$ cat src/rtl/gpio_pkg.sv
// Shared definitions for the GPIO APB arbiter: FSM states, GPIO register
// word offsets and default bus widths.
package gpio_pkg;

  localparam int unsigned GPIO_ADDR_W = 5;
  localparam int unsigned GPIO_DATA_W = 32;

  typedef enum logic [1:0] {
    ST_IDLE   = 2'd0,
    ST_SETUP  = 2'd1,
    ST_ACCESS = 2'd2
  } gpio_state_e;

  // Word offsets (byte offset >> 2) of the GPIO slave registers
  localparam logic [GPIO_ADDR_W-1:0] GPIO_DR            = 5'd0;
  localparam logic [GPIO_ADDR_W-1:0] GPIO_DDR           = 5'd1;
  localparam logic [GPIO_ADDR_W-1:0] GPIO_CTL           = 5'd2;
  localparam logic [GPIO_ADDR_W-1:0] GPIO_INTEN         = 5'd12;
  localparam logic [GPIO_ADDR_W-1:0] GPIO_INTMASK       = 5'd13;
  localparam logic [GPIO_ADDR_W-1:0] GPIO_INTTYPE       = 5'd14;
  localparam logic [GPIO_ADDR_W-1:0] GPIO_POLARITY      = 5'd15;
  localparam logic [GPIO_ADDR_W-1:0] GPIO_INTSTATUS     = 5'd16;
  localparam logic [GPIO_ADDR_W-1:0] GPIO_RAW_INTSTATUS = 5'd17;
  localparam logic [GPIO_ADDR_W-1:0] GPIO_EOI           = 5'd19;
  localparam logic [GPIO_ADDR_W-1:0] GPIO_EXT_PORTA     = 5'd20;
  localparam logic [GPIO_ADDR_W-1:0] GPIO_LS_SYNC       = 5'd24;

endpackage

$ cat src/rtl/gpio_rr_arb.sv
// Two-way round-robin pick with registered last grant and optional grant lock.
// Lock support is compiled in with GPIO_APB_ARB_LOCK_EN.
module gpio_rr_arb (
  input  logic       pclk,
  input  logic       preset,
  input  logic [1:0] req_valid,
  input  logic       take,
  input  logic       ack_done,
  input  logic       ack_lock,
  output logic       gnt_id,
  output logic       pick_c,
  output logic       start_c
);

  logic locked;

`ifdef GPIO_APB_ARB_LOCK_EN
  // Lock follows the lock bit of whichever requester was acked last
  always_ff @(posedge pclk or posedge preset) begin
    if (preset) begin
      locked <= 1'b0;
    end else if (ack_done) begin
      locked <= ack_lock;
    end
  end
`else
  logic unused_lock;
  assign unused_lock = ack_done & ack_lock;
  assign locked      = 1'b0;
`endif

  always_comb begin
    pick_c  = gnt_id;
    start_c = 1'b0;
    if (locked) begin
      start_c = req_valid[gnt_id];
    end else begin
      start_c = |req_valid;
      case (req_valid)
        2'b01:   pick_c = 1'b0;
        2'b10:   pick_c = 1'b1;
        2'b11:   pick_c = ~gnt_id;
        default: pick_c = gnt_id;
      endcase
    end
  end

  // Reset to 1 so requester 0 wins the first tie
  always_ff @(posedge pclk or posedge preset) begin
    if (preset) begin
      gnt_id <= 1'b1;
    end else if (take) begin
      gnt_id <= pick_c;
    end
  end

endmodule

$ cat src/rtl/gpio_apb_arb.sv
// Two-requester APB master front-end for the GPIO slave: fixed 3-cycle transfers.
// Define GPIO_APB_ARB_LOCK_EN to honour reqN_lock (grant stays with the locker).
module gpio_apb_arb
  import gpio_pkg::*;
#(
  parameter int unsigned ADDR_W = GPIO_ADDR_W,
  parameter int unsigned DATA_W = GPIO_DATA_W
) (
  input  logic              pclk,
  input  logic              preset,
  input  logic              req0_valid,
  input  logic              req0_write,
  input  logic [ADDR_W-1:0] req0_addr,
  input  logic [DATA_W-1:0] req0_wdata,
  input  logic              req0_lock,
  output logic              req0_ack,
  output logic [DATA_W-1:0] req0_rdata,
  input  logic              req1_valid,
  input  logic              req1_write,
  input  logic [ADDR_W-1:0] req1_addr,
  input  logic [DATA_W-1:0] req1_wdata,
  input  logic              req1_lock,
  output logic              req1_ack,
  output logic [DATA_W-1:0] req1_rdata,
  output logic              psel,
  output logic              penable,
  output logic              pwrite,
  output logic [ADDR_W-1:0] paddr,
  output logic [DATA_W-1:0] pwdata,
  input  logic [DATA_W-1:0] prdata,
  output logic              gnt_id,
  output logic              busy
);

  gpio_state_e state, state_next;
  logic        pick_c, start_c, take_c, in_access_c, ack_lock_c;

  assign in_access_c = (state == ST_ACCESS);
  assign take_c      = (state == ST_IDLE) && start_c;
  assign ack_lock_c  = gnt_id ? req1_lock : req0_lock;
  assign req0_ack    = in_access_c && !gnt_id;
  assign req1_ack    = in_access_c &&  gnt_id;

  gpio_rr_arb u_arb (
    .pclk      (pclk),
    .preset    (preset),
    .req_valid ({req1_valid, req0_valid}),
    .take      (take_c),
    .ack_done  (in_access_c),
    .ack_lock  (ack_lock_c),
    .gnt_id    (gnt_id),
    .pick_c    (pick_c),
    .start_c   (start_c)
  );

  always_ff @(posedge pclk or posedge preset) begin
    if (preset) begin
      state <= ST_IDLE;
    end else begin
      state <= state_next;
    end
  end

  // No pready on this slave: SETUP and ACCESS always last one cycle each
  always_comb begin
    state_next = state;
    case (state)
      ST_IDLE:   if (start_c) state_next = ST_SETUP;
      ST_SETUP:  state_next = ST_ACCESS;
      ST_ACCESS: state_next = ST_IDLE;
      default:   state_next = ST_IDLE;
    endcase
  end

  // APB controls registered from the next state; request captured at grant
  always_ff @(posedge pclk or posedge preset) begin
    if (preset) begin
      psel       <= 1'b0;
      penable    <= 1'b0;
      busy       <= 1'b0;
      pwrite     <= 1'b0;
      paddr      <= '0;
      pwdata     <= '0;
      req0_rdata <= '0;
      req1_rdata <= '0;
    end else begin
      psel    <= (state_next != ST_IDLE);
      penable <= (state_next == ST_ACCESS);
      busy    <= (state_next != ST_IDLE);
      if (take_c) begin
        pwrite <= pick_c ? req1_write : req0_write;
        paddr  <= pick_c ? req1_addr  : req0_addr;
        pwdata <= pick_c ? req1_wdata : req0_wdata;
      end
      if (in_access_c && !pwrite) begin
        if (gnt_id) req1_rdata <= prdata;
        else        req0_rdata <= prdata;
      end
    end
  end

endmodule

$ cat config.mk
export PLATFORM = sky130hd
export DESIGN_NAME = gpio_apb_arb
export DESIGN_NICKNAME = d
export VERILOG_FILES = /design/src/rtl/gpio_pkg.sv /design/src/rtl/gpio_rr_arb.sv /design/src/rtl/gpio_apb_arb.sv
export SDC_FILE = /design/constraint.sdc
export NUM_CORES = 1
export LEC_CHECK = 0
export ABC_AREA = 0
export BUFFER_PORTS_ARGS = -buffer_cell sky130_fd_sc_hd__buf_2
export CAP_MARGIN = 5
export CORE_UTILIZATION = 46
export CTS_CLUSTER_SIZE = 24
export DETAILED_ROUTE_END_ITERATION = 12
export GPL_ROUTABILITY_DRIVEN = 0
export PLACE_DENSITY = 0.9
export SLEW_MARGIN = 20
export SYNTH_ARGS = -nofsm -noshare
export SYNTH_HDL_FRONTEND = slang
export SYNTH_SLANG_ARGS = --single-unit
export TNS_END_PERCENT = 50
$ cat constraint.sdc
create_clock -name pclk -period 4.75 [get_ports pclk]
set_input_delay 0.95 -clock pclk [delete_from_list [all_inputs] [get_ports pclk]]
set_output_delay 0.95 -clock pclk [all_outputs]
set_load 0.02 [all_outputs]
==> results.md <==
- Share of the clock period used by the worst path: 0.504
- Critical R2R Capture: req1_rdata[1]
- Clock transition at path regs: 0.10 ns
- Share of the yosys chip area belonging to registers: 0.571
- Final Setup Violations: 0
- Synthesized cell area: approximately 0.0046 mm^2
- CP top delay family: flip-flops
- Worst slew slack as a fraction of its limit: 0.409
- Number of optimization iterations in the first detailed-route pass: 4
- Number of standard cells after synthesis: ~380
- Post-DR wirelength/cell: between 15 and 20 um
- Post-Route WL: 12200 um
- Number of global-route vias before repair: about 3700
- Iteration-0 DRC Markers: 117
- Number of placement rows: 36
- Arr. time, crit path: 1.44 ns
- Post-detailed-placement half-perimeter wirelength: between 8000 and 9000 um
- Max VDD drop: 0.000335 V
- Final worst clock skew: 0.0138 ns
- Type of the worst min-delay path: flop to flop
- Least-Margin Pin Slew: 0.886 ns
- Worst R2R Setup Slack: 2.45 ns
- Cell-by-cell listing of the critical path: and3b_1 > buf_2
- DIE AREA: 0.0105 mm^2
- Clock buffer count from CTS: 9
- Cells on Worst Hold Path: 1
- Leakage power summed over all cells: 2.86 nW
- Maximum number of pins on one net before global-route repair: 75
- Pwr/cell area: 732 mW/mm^2
- Initial antenna violation count: 0
- Via-per-instance ratio: ~5.4
- Non-filler cells in the finished layout: 711
- Synth Area per Inst: around 12 um^2
- Initial cell density of the core: 0.475
- Hold path endpoint: req0_rdata[28]
- Share of post-route cells with drive strength above 1: 0.535
- Max Clock Freq: 418 MHz
- Synthesized Nets: 490
- Total placed cells including tap cells: between 600 and 700
- Setup WS pre-CTS: 2.01 ns
- Insertion delay to the later sink of the worst-skew pair: ~0.36 ns
- Antenna cell count: 0
- Grt ovf: 0
- Post-CTS Resized: 0
- Post-synthesis sequential element count: ~110
- Startpoint of the lowest-slack register-to-register path: u_arb.gnt_id
- Final Hold Viols: 0
- Standard cell core area: just under 0.01 mm^2
- Least setup slack across all paths after layout: roughly 2.4 ns
- Max cap viols: 0
- Worst path max stage delay: between 0.6 and 0.7 ns
- CP max stage cell: sky130_fd_sc_hd__dfstp_2
- Placed standard-cell area: between 0.005 and 0.006 mm^2
- Area Overhead vs Synth: 27.0%
- Worst setup EP type: primary output
- Die width: 102 um
- Final TNS setup: 0 ns
- Top fanout value on the critical path: 8
- Hold_buf cts: 0
- Worst setup path category: flop to primary output
- Post-route antenna net violation count: 0
- Main flop type after synthesis: sky130_fd_sc_hd__dfrtp_1
- Total vias in the final route: around 3800
- Sort of element at the start of the critical path: flop
- Critical path required time: 3.80 ns
- RSZ-0062 raised after global routing: false
- Total of fill cells in the finished design: 799
- Global-route wire length before repair: ~18000 um
- Number of unique standard cell types used by synthesis: 26
- Async set-or-reset flop fraction in the synthesized netlist: 1.00
- Buffering stage count on the worst path with inverters included: 1
- Number of buffers between clock root and the deepest sink: 2
- Count of buffers from port buffering: between 200 and 250
- Status: finished clean
- Net total in the final layout: 688
- Clock tree from TritonCTS: yes
- Critical path launch point: u_arb.gnt_id
- Reg2Reg Depth: 4
- Overall routing resource usage: 0.230
- Crit path time final: between 2 and 2.5 ns
- DR DRC count: 0
- Root Buffer: sky130_fd_sc_hd__clkbuf_8
- Post-synth EDFFs: 0
- # H-tree levels: 3
- Cell area after layout: between 0.005 and 0.006 mm^2
- Clock sink total: 106
- Synth Warn #: 0
- Setup bufs post-CTS: 0
- Die height: 102 um
- Worst Hold Launch: req0_rdata[28]
- Max Transition Viols Final: 0
- Number of top-level design ports: 222
logic make-up after synthesis:
| family | share of synthesized area |
|---|---|
| flip-flops | 0.571 |
| AND/OR/NAND/NOR | 0.0611 |
| multiplexers | 0.182 |
| buffers and inverters | 0.0528 |
| AO/OA/AOI/OAI | 0.133 |
placed cells by master (no fill, tap or decap), types with 2 or more instances in the layout:
| cell | instances |
|---|---|
| sky130_fd_sc_hd__a21oi_1 | 38 |
| sky130_fd_sc_hd__dfrtp_1 | 105 |
| sky130_fd_sc_hd__o21ai_0 | 37 |
| sky130_fd_sc_hd__mux2_4 | 30 |
| sky130_fd_sc_hd__clkbuf_8 | 9 |
| sky130_fd_sc_hd__or2_1 | 2 |
| sky130_fd_sc_hd__inv_6 | 4 |
| sky130_fd_sc_hd__buf_4 | 6 |
| sky130_fd_sc_hd__mux2_2 | 29 |
| sky130_fd_sc_hd__a31oi_1 | 38 |
| sky130_fd_sc_hd__nand3_1 | 38 |
| sky130_fd_sc_hd__buf_2 | 219 |
| sky130_fd_sc_hd__mux2_1 | 6 |
worst reg2reg max path: stages, from the launching register on:
cell and delay [ns]:
sky130_fd_sc_hd__dfstp_2 0.67, sky130_fd_sc_hd__and3b_1 0.24, sky130_fd_sc_hd__nor2b_4 0.48, sky130_fd_sc_hd__buf_4 0.45
sky130_fd_sc_hd__mux2_4 0.37
power by group:
| part | total (W) | switching, W | internal (W) |
|---|---|---|---|
| clock | 0.000508 | 0.000313 | 0.000195 |
| combinational | 0.00218 | 0.00132 | 0.000862 |
| sequential | 0.00163 | 0.000268 | 0.00136 |
| total | 0.00432 | 0.00190 | 0.00242 |
sequential cells by signal, indices dropped and copies added (netlist names):
name,flops
pwdata,32
req0_rdata,32
req1_rdata,32
paddr,5
busy,1
penable,1
pwrite,1
state,1
u_arb.gnt_id,1
per-stage QoR:
stage          power [W]  utilization  hold slack [ns]
2_1_floorplan    0.00311            -            0.547
4_1_cts          0.00435        0.603            0.494
3_5_place_dp     0.00384        0.586            0.471
3_3_place_gp     0.00372        0.585            0.464
6_report         0.00432        0.604            0.492
5_1_grt          0.00459        0.604            0.515
routing by layer:
layer | vias up | share of wire | wire length [um] | global-route usage
met4 | 0 | 0.013 | 153 | 0.0769
li1 | 1764 | - | - | -
met1 | 1878 | 0.40 | 4860 | 0.272
met3 | 11 | 0.069 | 837 | 0.0475
met5 | - | 0 | 0 | 0
met2 | 171 | 0.52 | 6360 | 0.415
worst max-delay path by stage:
stage	endpoint	slack, ns	cells past startpoint
global route	pwdata[1]	2.24	6
CTS	req1_ack	2.32	2
finish	req1_ack	2.36	2
detailed placement	pwdata[24]	2.01	6
global placement	pwdata[31]	2.10	6
floorplan	busy	1.01	1
cells in the mapped netlist, types with 3 or more instances:
cell / n / share of area
sky130_fd_sc_hd__buf_2: 10 / 0.011
sky130_fd_sc_hd__nor2_1: 3 / 0.0024
sky130_fd_sc_hd__mux2_4: 30 / 0.097
sky130_fd_sc_hd__dfrtp_1: 105 / 0.57
sky130_fd_sc_hd__a21oi_1: 38 / 0.041
sky130_fd_sc_hd__buf_6: 4 / 0.0097
sky130_fd_sc_hd__mux2_1: 6 / 0.015
sky130_fd_sc_hd__clkbuf_1: 17 / 0.014
sky130_fd_sc_hd__buf_12: 3 / 0.013
sky130_fd_sc_hd__nand3_1: 38 / 0.041
sky130_fd_sc_hd__o21ai_0: 37 / 0.040
sky130_fd_sc_hd__mux2_2: 29 / 0.070
sky130_fd_sc_hd__a31oi_1: 38 / 0.051
area by class of cell:
cell class | instances | area (um^2) | area share
multi-input cells | 231 | 1760 | 0.299
well taps | 133 | 166 | 0.0282
flip-flops and latches | 106 | 2650 | 0.450
clock buffers | 9 | 124 | 0.0210
repair buffers | 225 | 1140 | 0.193
clock inverters | 6 | 47.5 | 0.00806
inverters | 1 | 6.26 | 0.00106
Power figures use the tool's default switching activity.
